File: src/rtl/pipe_hazard_ctrl.sv
// pipe_hazard_ctrl: pipeline stall/flush controller for a 5-stage core.
// Handles load-use hazards (with a configurable load latency),
// multi-cycle mul/div ops in EX, and taken-branch redirects.
// Macros:
//   REG_W               register index width (defaults to 5)
//   HAZARD_PERF_CNT_EN  when defined, stall_cycles counts cycles with pc_en=0;
//                       otherwise stall_cycles is tied to 0 and has no flops.
//
// state    | meaning
// RUN      | normal flow, events decided combinationally
// LU_WAIT  | extra load-latency stall cycles after the bubble
// MDU_BUSY | mul/div in EX, whole pipe frozen until mdu_done
// REDIRECT | cycle after a taken branch/jump flush

`ifndef REG_W
`define REG_W 5
`endif

module pipe_hazard_ctrl #(
  parameter int unsigned LOAD_LAT = 1
) (
  input  logic              clk,
  input  logic              rst,
  input  logic [`REG_W-1:0] rs1_if_id,
  input  logic [`REG_W-1:0] rs2_if_id,
  input  logic              rs1_used,
  input  logic              rs2_used,
  input  logic [`REG_W-1:0] rd_id_ex,
  input  logic              MemRead_id_ex,
  input  logic              redirect_ex,
  input  logic              mdu_start,
  input  logic              mdu_done,
  output logic              pc_en,
  output logic              if_id_en,
  output logic              id_ex_en,
  output logic              ex_mem_en,
  output logic              id_ex_bubble,
  output logic              if_id_flush,
  output logic [1:0]        state,
  output logic [31:0]       stall_cycles
);

  typedef enum logic [1:0] {
    RUN      = 2'b00,
    LU_WAIT  = 2'b01,
    MDU_BUSY = 2'b10,
    REDIRECT = 2'b11
  } state_e;

  // Counter start value: the bubble cycle itself is the first stall cycle.
  localparam logic [2:0] LU_INIT = 3'(LOAD_LAT - 1);

  state_e     state_q, state_d;
  logic [2:0] cnt_q, cnt_d;
  logic       hazard;

  assign hazard = MemRead_id_ex && (rd_id_ex != '0) &&
                  ((rs1_used && (rs1_if_id == rd_id_ex)) ||
                   (rs2_used && (rs2_if_id == rd_id_ex)));

  assign state = state_q;

  // State and load-latency counter registers.
  always_ff @(posedge clk or posedge rst) begin
    if (rst) begin
      state_q <= RUN;
      cnt_q   <= 3'd0;
    end else begin
      state_q <= state_d;
      cnt_q   <= cnt_d;
    end
  end

  // Next-state and stage-control decode; reset forces the idle outputs.
  always_comb begin
    state_d      = state_q;
    cnt_d        = cnt_q;
    pc_en        = 1'b1;
    if_id_en     = 1'b1;
    id_ex_en     = 1'b1;
    ex_mem_en    = 1'b1;
    id_ex_bubble = 1'b0;
    if_id_flush  = 1'b0;

    case (state_q)
      RUN, REDIRECT: begin
        state_d = RUN;
        // In REDIRECT the EX slot holds a flushed bubble, so no redirect there.
        if ((state_q == RUN) && redirect_ex) begin
          if_id_flush  = 1'b1;
          id_ex_bubble = 1'b1;
          state_d      = REDIRECT;
        end else if (mdu_start && !mdu_done) begin
          pc_en     = 1'b0;
          if_id_en  = 1'b0;
          id_ex_en  = 1'b0;
          ex_mem_en = 1'b0;
          state_d   = MDU_BUSY;
        end else if (mdu_start) begin
          // Single-cycle completion: no stall.
          state_d = RUN;
        end else if (hazard) begin
          pc_en        = 1'b0;
          if_id_en     = 1'b0;
          id_ex_bubble = 1'b1;
          if (LOAD_LAT > 1) begin
            cnt_d   = LU_INIT;
            state_d = LU_WAIT;
          end
        end
      end

      LU_WAIT: begin
        pc_en     = 1'b0;
        if_id_en  = 1'b0;
        id_ex_en  = 1'b0;
        ex_mem_en = 1'b0;
        if (cnt_q != 3'd0) begin
          cnt_d = cnt_q - 3'd1;
        end
        if (cnt_q <= 3'd1) begin
          state_d = RUN;
        end
      end

      MDU_BUSY: begin
        if (!mdu_done) begin
          pc_en     = 1'b0;
          if_id_en  = 1'b0;
          id_ex_en  = 1'b0;
          ex_mem_en = 1'b0;
        end else begin
          state_d = RUN;
        end
      end

      default: begin
        state_d = RUN;
      end
    endcase

    if (rst) begin
      state_d      = RUN;
      cnt_d        = 3'd0;
      pc_en        = 1'b1;
      if_id_en     = 1'b1;
      id_ex_en     = 1'b1;
      ex_mem_en    = 1'b1;
      id_ex_bubble = 1'b0;
      if_id_flush  = 1'b0;
    end
  end

`ifdef HAZARD_PERF_CNT_EN
  logic [31:0] stall_q;

  // Free-running stall counter, wraps at 2^32.
  always_ff @(posedge clk or posedge rst) begin
    if (rst) begin
      stall_q <= 32'd0;
    end else if (!pc_en) begin
      stall_q <= stall_q + 32'd1;
    end
  end

  assign stall_cycles = stall_q;
`else
  assign stall_cycles = 32'd0;
`endif

endmodule

File: config.mk
export PLATFORM = sky130hd
export DESIGN_NAME = pipe_hazard_ctrl
export DESIGN_NICKNAME = d
export VERILOG_FILES = /design/src/rtl/pipe_hazard_ctrl.sv
export SDC_FILE = /design/constraint.sdc
export NUM_CORES = 1
export LEC_CHECK = 0
export BUFFER_PORTS_ARGS = -buffer_cell sky130_fd_sc_hd__buf_2
export CAP_MARGIN = 0
export CORE_MARGIN = 10
export CORE_UTILIZATION = 35
export CTS_BUF_LIST = sky130_fd_sc_hd__clkbuf_8
export DETAILED_ROUTE_END_ITERATION = 16
export GPL_ROUTABILITY_DRIVEN = 0
export PLACE_DENSITY = 0.81
export SYNTH_ARGS = -nofsm -noshare
export SYNTH_HDL_FRONTEND = slang
export SYNTH_SLANG_ARGS = --single-unit
File: constraint.sdc
create_clock -name clk -period 1.9 [get_ports clk]
set_input_delay 0.38 -clock clk [delete_from_list [all_inputs] [get_ports clk]]
set_output_delay 0.38 -clock clk [all_outputs]
set_load 0.02 [all_outputs]
* Word level (Yosys, flattened, before mapping)
Cells that the tools add are included.
** Storage, ports and cells
- Bits in registers :: 5
- Word-level logic and storage cells :: 56
** Operators by class
- Reduce and logical (&&, ||, !) cells :: 16
- $lt $le $gt $ge :: 1
- Eq/ne operators :: 7
- Add/subtract/negate cells :: 1
- Muxes and demuxes :: 29
** Operators with widths (count)
- 1-bit 2-to-1 mux :: 18
- 5-bit == test :: 2
- 2-bit 2-to-1 mux :: 5
- 3-bit 2-to-1 mux :: 3
- 1-bit logical AND :: 6
- 3-bit inequality test, second input constant :: 2
- 1-bit case mux with 3 select lines :: 2
- 2-bit case mux with 3 select lines :: 1
- 5-bit nonzero test :: 1
- 2-bit == test, second input constant :: 2
- 2-bit AND reduction :: 2
- 2-bit nonzero test :: 2
- 3-bit by 1-bit less-or-equal comparator with 1-bit output, second input constant :: 1
- 3-bit nonzero test :: 1
- 3-bit by 1-bit subtractor with 3-bit output, second input constant :: 1
- 2-bit by 1-bit == test with 1-bit output, second input constant :: 1
- 2-bit zero test :: 1
- 2-bit OR reduction :: 1
- 1-bit zero test :: 1
- 1-bit logical OR :: 1

* Longest topological paths before layout
- Word-level depth :: 10
- Mapped depth :: 6

* Worst setup path before layout
No wires, ideal clock.
- Path kind :: register to output
- From :: reg state_q[0] (netlist: state[0])
- To :: out pc_en
- Setup slack :: -505 ps
- Cell stages (with the launch flop) :: 6
- Path buffers :: 1
- Arrival :: 2025 ps
- Cell sequence :: dfrtp_1 > inv_1 > ha_1 > o21ai_0 > o21a_1 > buf_4
** Between the ends
- Cells in the longest elaborated chain, start to end :: 5
- Elaborated cells between the ends (all ways) :: 9
** RTL lines
- start: declaration :: line 53 : state_e state_q, state_d;
- start signal: assignment :: line 69 : state_q <= state_d;
- 2-bit zero test
- 1-bit logical AND :: line 89 : if ((state_q == RUN) && redirect_ex) begin
- 1-bit 2-to-1 mux
- 1-bit case mux with 3 select lines (*)
- 1-bit 2-to-1 mux (*)
- end: declaration :: line 33 : output logic pc_en,
Every way passes the cells marked *; elsewhere a longest branch is shown, timed or not.

* Worst setup path in the final report
- From :: reg state_q[1] (netlist: state[1])
- To :: out pc_en
** Between the ends
- Cells in the longest elaborated chain, start to end :: 5
- Elaborated cells between the ends (all ways) :: 9
** RTL lines
- 2-bit zero test :: line 85, 89
- 1-bit logical AND :: line 89
- 1-bit 2-to-1 mux :: line 89
- 1-bit case mux with 3 select lines (*) :: line 85 : case (state_q)
- 1-bit 2-to-1 mux (*) :: line 142 : if (rst) begin
Marked as above.

==> results.toml <==
[final_layout]
fin_util = 0.446
area_growth_pct = 22.9
final_nets = 161
final_cell_mix = "conb_1 (32), buf_2 (27), xor2_1 (8)"
drive_gt1_frac = 0.382
antennaDiodeCount = 0
layout_commonest_cell = "conb_1"

[critical_path]
reg2reg_from = "cnt_q[1]"
arrival_ps = 1570
reg2reg_to = "state[1]"
path_class = "flop to output port"
startpoint_type = "flop"
required_ps = 1520
ff2ff_setup_slack_ps = 290
rr_worst_depth = 6
crit_fanout = 4
crit_path_end_kind = "output port"

[detailed_routing]
drt_iter0_markers = 12
first_pass_iters = 4
ant_nets = 0
drcViolationCount = 0
vias = 658
via_per_inst = 4.14
wl_mm = 2.09
routedWlPerCell_um = 13.1

[global_routing]
grtUsageTotal = 0.0824
grt_pass1_wl_mm = 3.04
grt_max_degree = 8
antenna_found_initial = 0
overflow = 0
grt_pass1_vias = 718

[worst_hold_path]
hold_class = "input port to async pin"

[sta]
finalHoldViolations = 0
finClkSkew_ps = 5.14
rsz0062_at_grt = "true"
fin_crit_ps = 1950
drv_slew = 0
final.setup.tns_ps = -97.5
fin_ws_ps = -48.9
period_share = 1.03
finalSetupViolCount = 2
fmax_mhz = 513

[synth]
ys_ff_latch = 5
synth_top_area_cell = "buf_4"
synth_cells = 97
ys_warn_count = 0
syn_area_per_cell_um2 = 8.13
synth_area_um2 = 788
seq_area_frac_synth = 0.159
synth.distinct_cells = 27
yosys.area.top_type_share = 0.324
synth_area_leaders = "buf_4 (32%), dfrtp_1 (16%), ha_1 (9.5%), xor2_1 (8.9%), inv_1 (3.3%)"

[power_and_ir_drop]
pwr-share-comb = 0.509
p_per_area_nw_per_um2 = 656
power_frac_seq = 0.191
ir_drop_uv = 502
leakage_nw = 0.504
p_clk_frac = 0.299
power.net_switching_mw = 0.262
intPower_mw = 0.373
netSwitchingFraction = 0.412

[clock_network]
clock_sinks = 5
ctsHoldBuffers = 0
clk_pin_slew_ps = 40
root_buffer = "clkbuf_8"
cts_max_level = 1
cts_buffer_depth = 2
cts_inserted_buffers = 3
clock_latency_ps = 220
cts_tree = "built"

[place]
pre_cts_ws_ps = -46.4
portBuffers = 30
dp_hpwl_mm = 1.84

[die]
start_util = 0.363
rows = 17
die_area_um2 = 4550
die_height_um = 67.5
core_um2 = 2170
die_w_um = 67.5
io_pins = 63

[status]
status = "finished, violations left"
violations = "negative setup slack"

[flow_run]
max_cap_viol_count = 0
power by group through the flow:
stage	Sequential [mW]	Combinational, mW	Clock (mW)
floorplan	0.133	0.251	0
global placement	0.124	0.276	0
detailed placement	0.124	0.282	0
CTS	0.121	0.312	0.200
global route	0.123	0.352	0.204
finish	0.122	0.323	0.190
Yosys cell counts:
cell type and instances:
a2111o_1 1, a21oi_1 3, a31oi_1 1, a32oi_1 1, and2_0 1, buf_4 34
conb_1 1, dfrtp_1 5, ha_1 6, inv_1 7, mux2_2 1, nand2_1 2
nand2b_1 1, nand3_1 1, nor2_1 4, nor2b_1 2, nor3_1 1, nor4_1 2
o2111ai_1 1, o211ai_1 2, o21a_1 2, o21ai_0 4, o21ba_1 1, o31ai_1 1
or4_1 1, xnor2_1 3, xor2_1 8
worst max-delay path by stage:
| stage | depth (start not counted) | start | to | slack (ps) |
|---|---|---|---|---|
| floorplan | 6 | state[1] | pc_en | 10 |
| global placement | 5 | rd_id_ex[1] | if_id_en | -40 |
| detailed placement | 5 | rd_id_ex[1] | if_id_en | -50 |
| CTS | 6 | state[1] | if_id_en | -50 |
| global route | 6 | state[1] | if_id_en | -120 |
| finish | 6 | state[1] | pc_en | -50 |
layer usage:
layer  vias to the layer above  share of wire  global-route usage
met5                         -              0                   0
met4                         0              0              0.0385
met3                         0           0.13              0.0347
met2                        34           0.54               0.149
met1                       301           0.33              0.0795
li1                        323              -                   -
sequential cells by signal (all words and copies together), names as in the netlist:
register  flops
state         2
cnt_q         3
final cells by class:
cell class              count  area, µm²
clock buffers               3       41.3
inverters                   7       26.3
repair buffers             33        180
clock inverters             1       3.75
fillers                   219       1200
flip-flops and latches      5        128
well taps                  28       35.0
multi-input cells          82        554
stage by stage:
step           hold slack [ps]  instance area (µm²)  power, mW  instances
5_1_grt                    159                  968      0.679        159
3_3_place_gp               361                  868      0.400        153
4_1_cts                    141                  953      0.634        159
2_1_floorplan              167                  931      0.384        128
3_5_place_dp               370                  868      0.406        153
6_report                   148                  968      0.635        159
worst max-delay path, stage by stage, from the launching register on:
cell	delay, ps
dfrtp_2	410
inv_2	80
ha_4	220
a31oi_4	160
o2111ai_2	110
o21a_2	220
buf_4	150
kinds of logic (layout without fill, tap and decap cells):
kind of cell / after synthesis / count (layout) / share of synthesized area
mux: 1 / 1 / 0.0143
flops: 5 / 5 / 0.159
fa+ha+maj: 6 / 6 / 0.0952
buf+inv: 41 / 44 / 0.357
other cells: 1 / 32 / 0.00476
compound gates: 17 / 17 / 0.149
simple gates: 15 / 15 / 0.0984
xor+xnor: 11 / 11 / 0.122
timing repair:
action,in CTS,in global routing
setup endpoints to repair,4,4
resized for setup,6,5
buffers inserted,2,0
pin swaps,2,0
gates cloned,0,0
(Power assumes the default switching activity.)
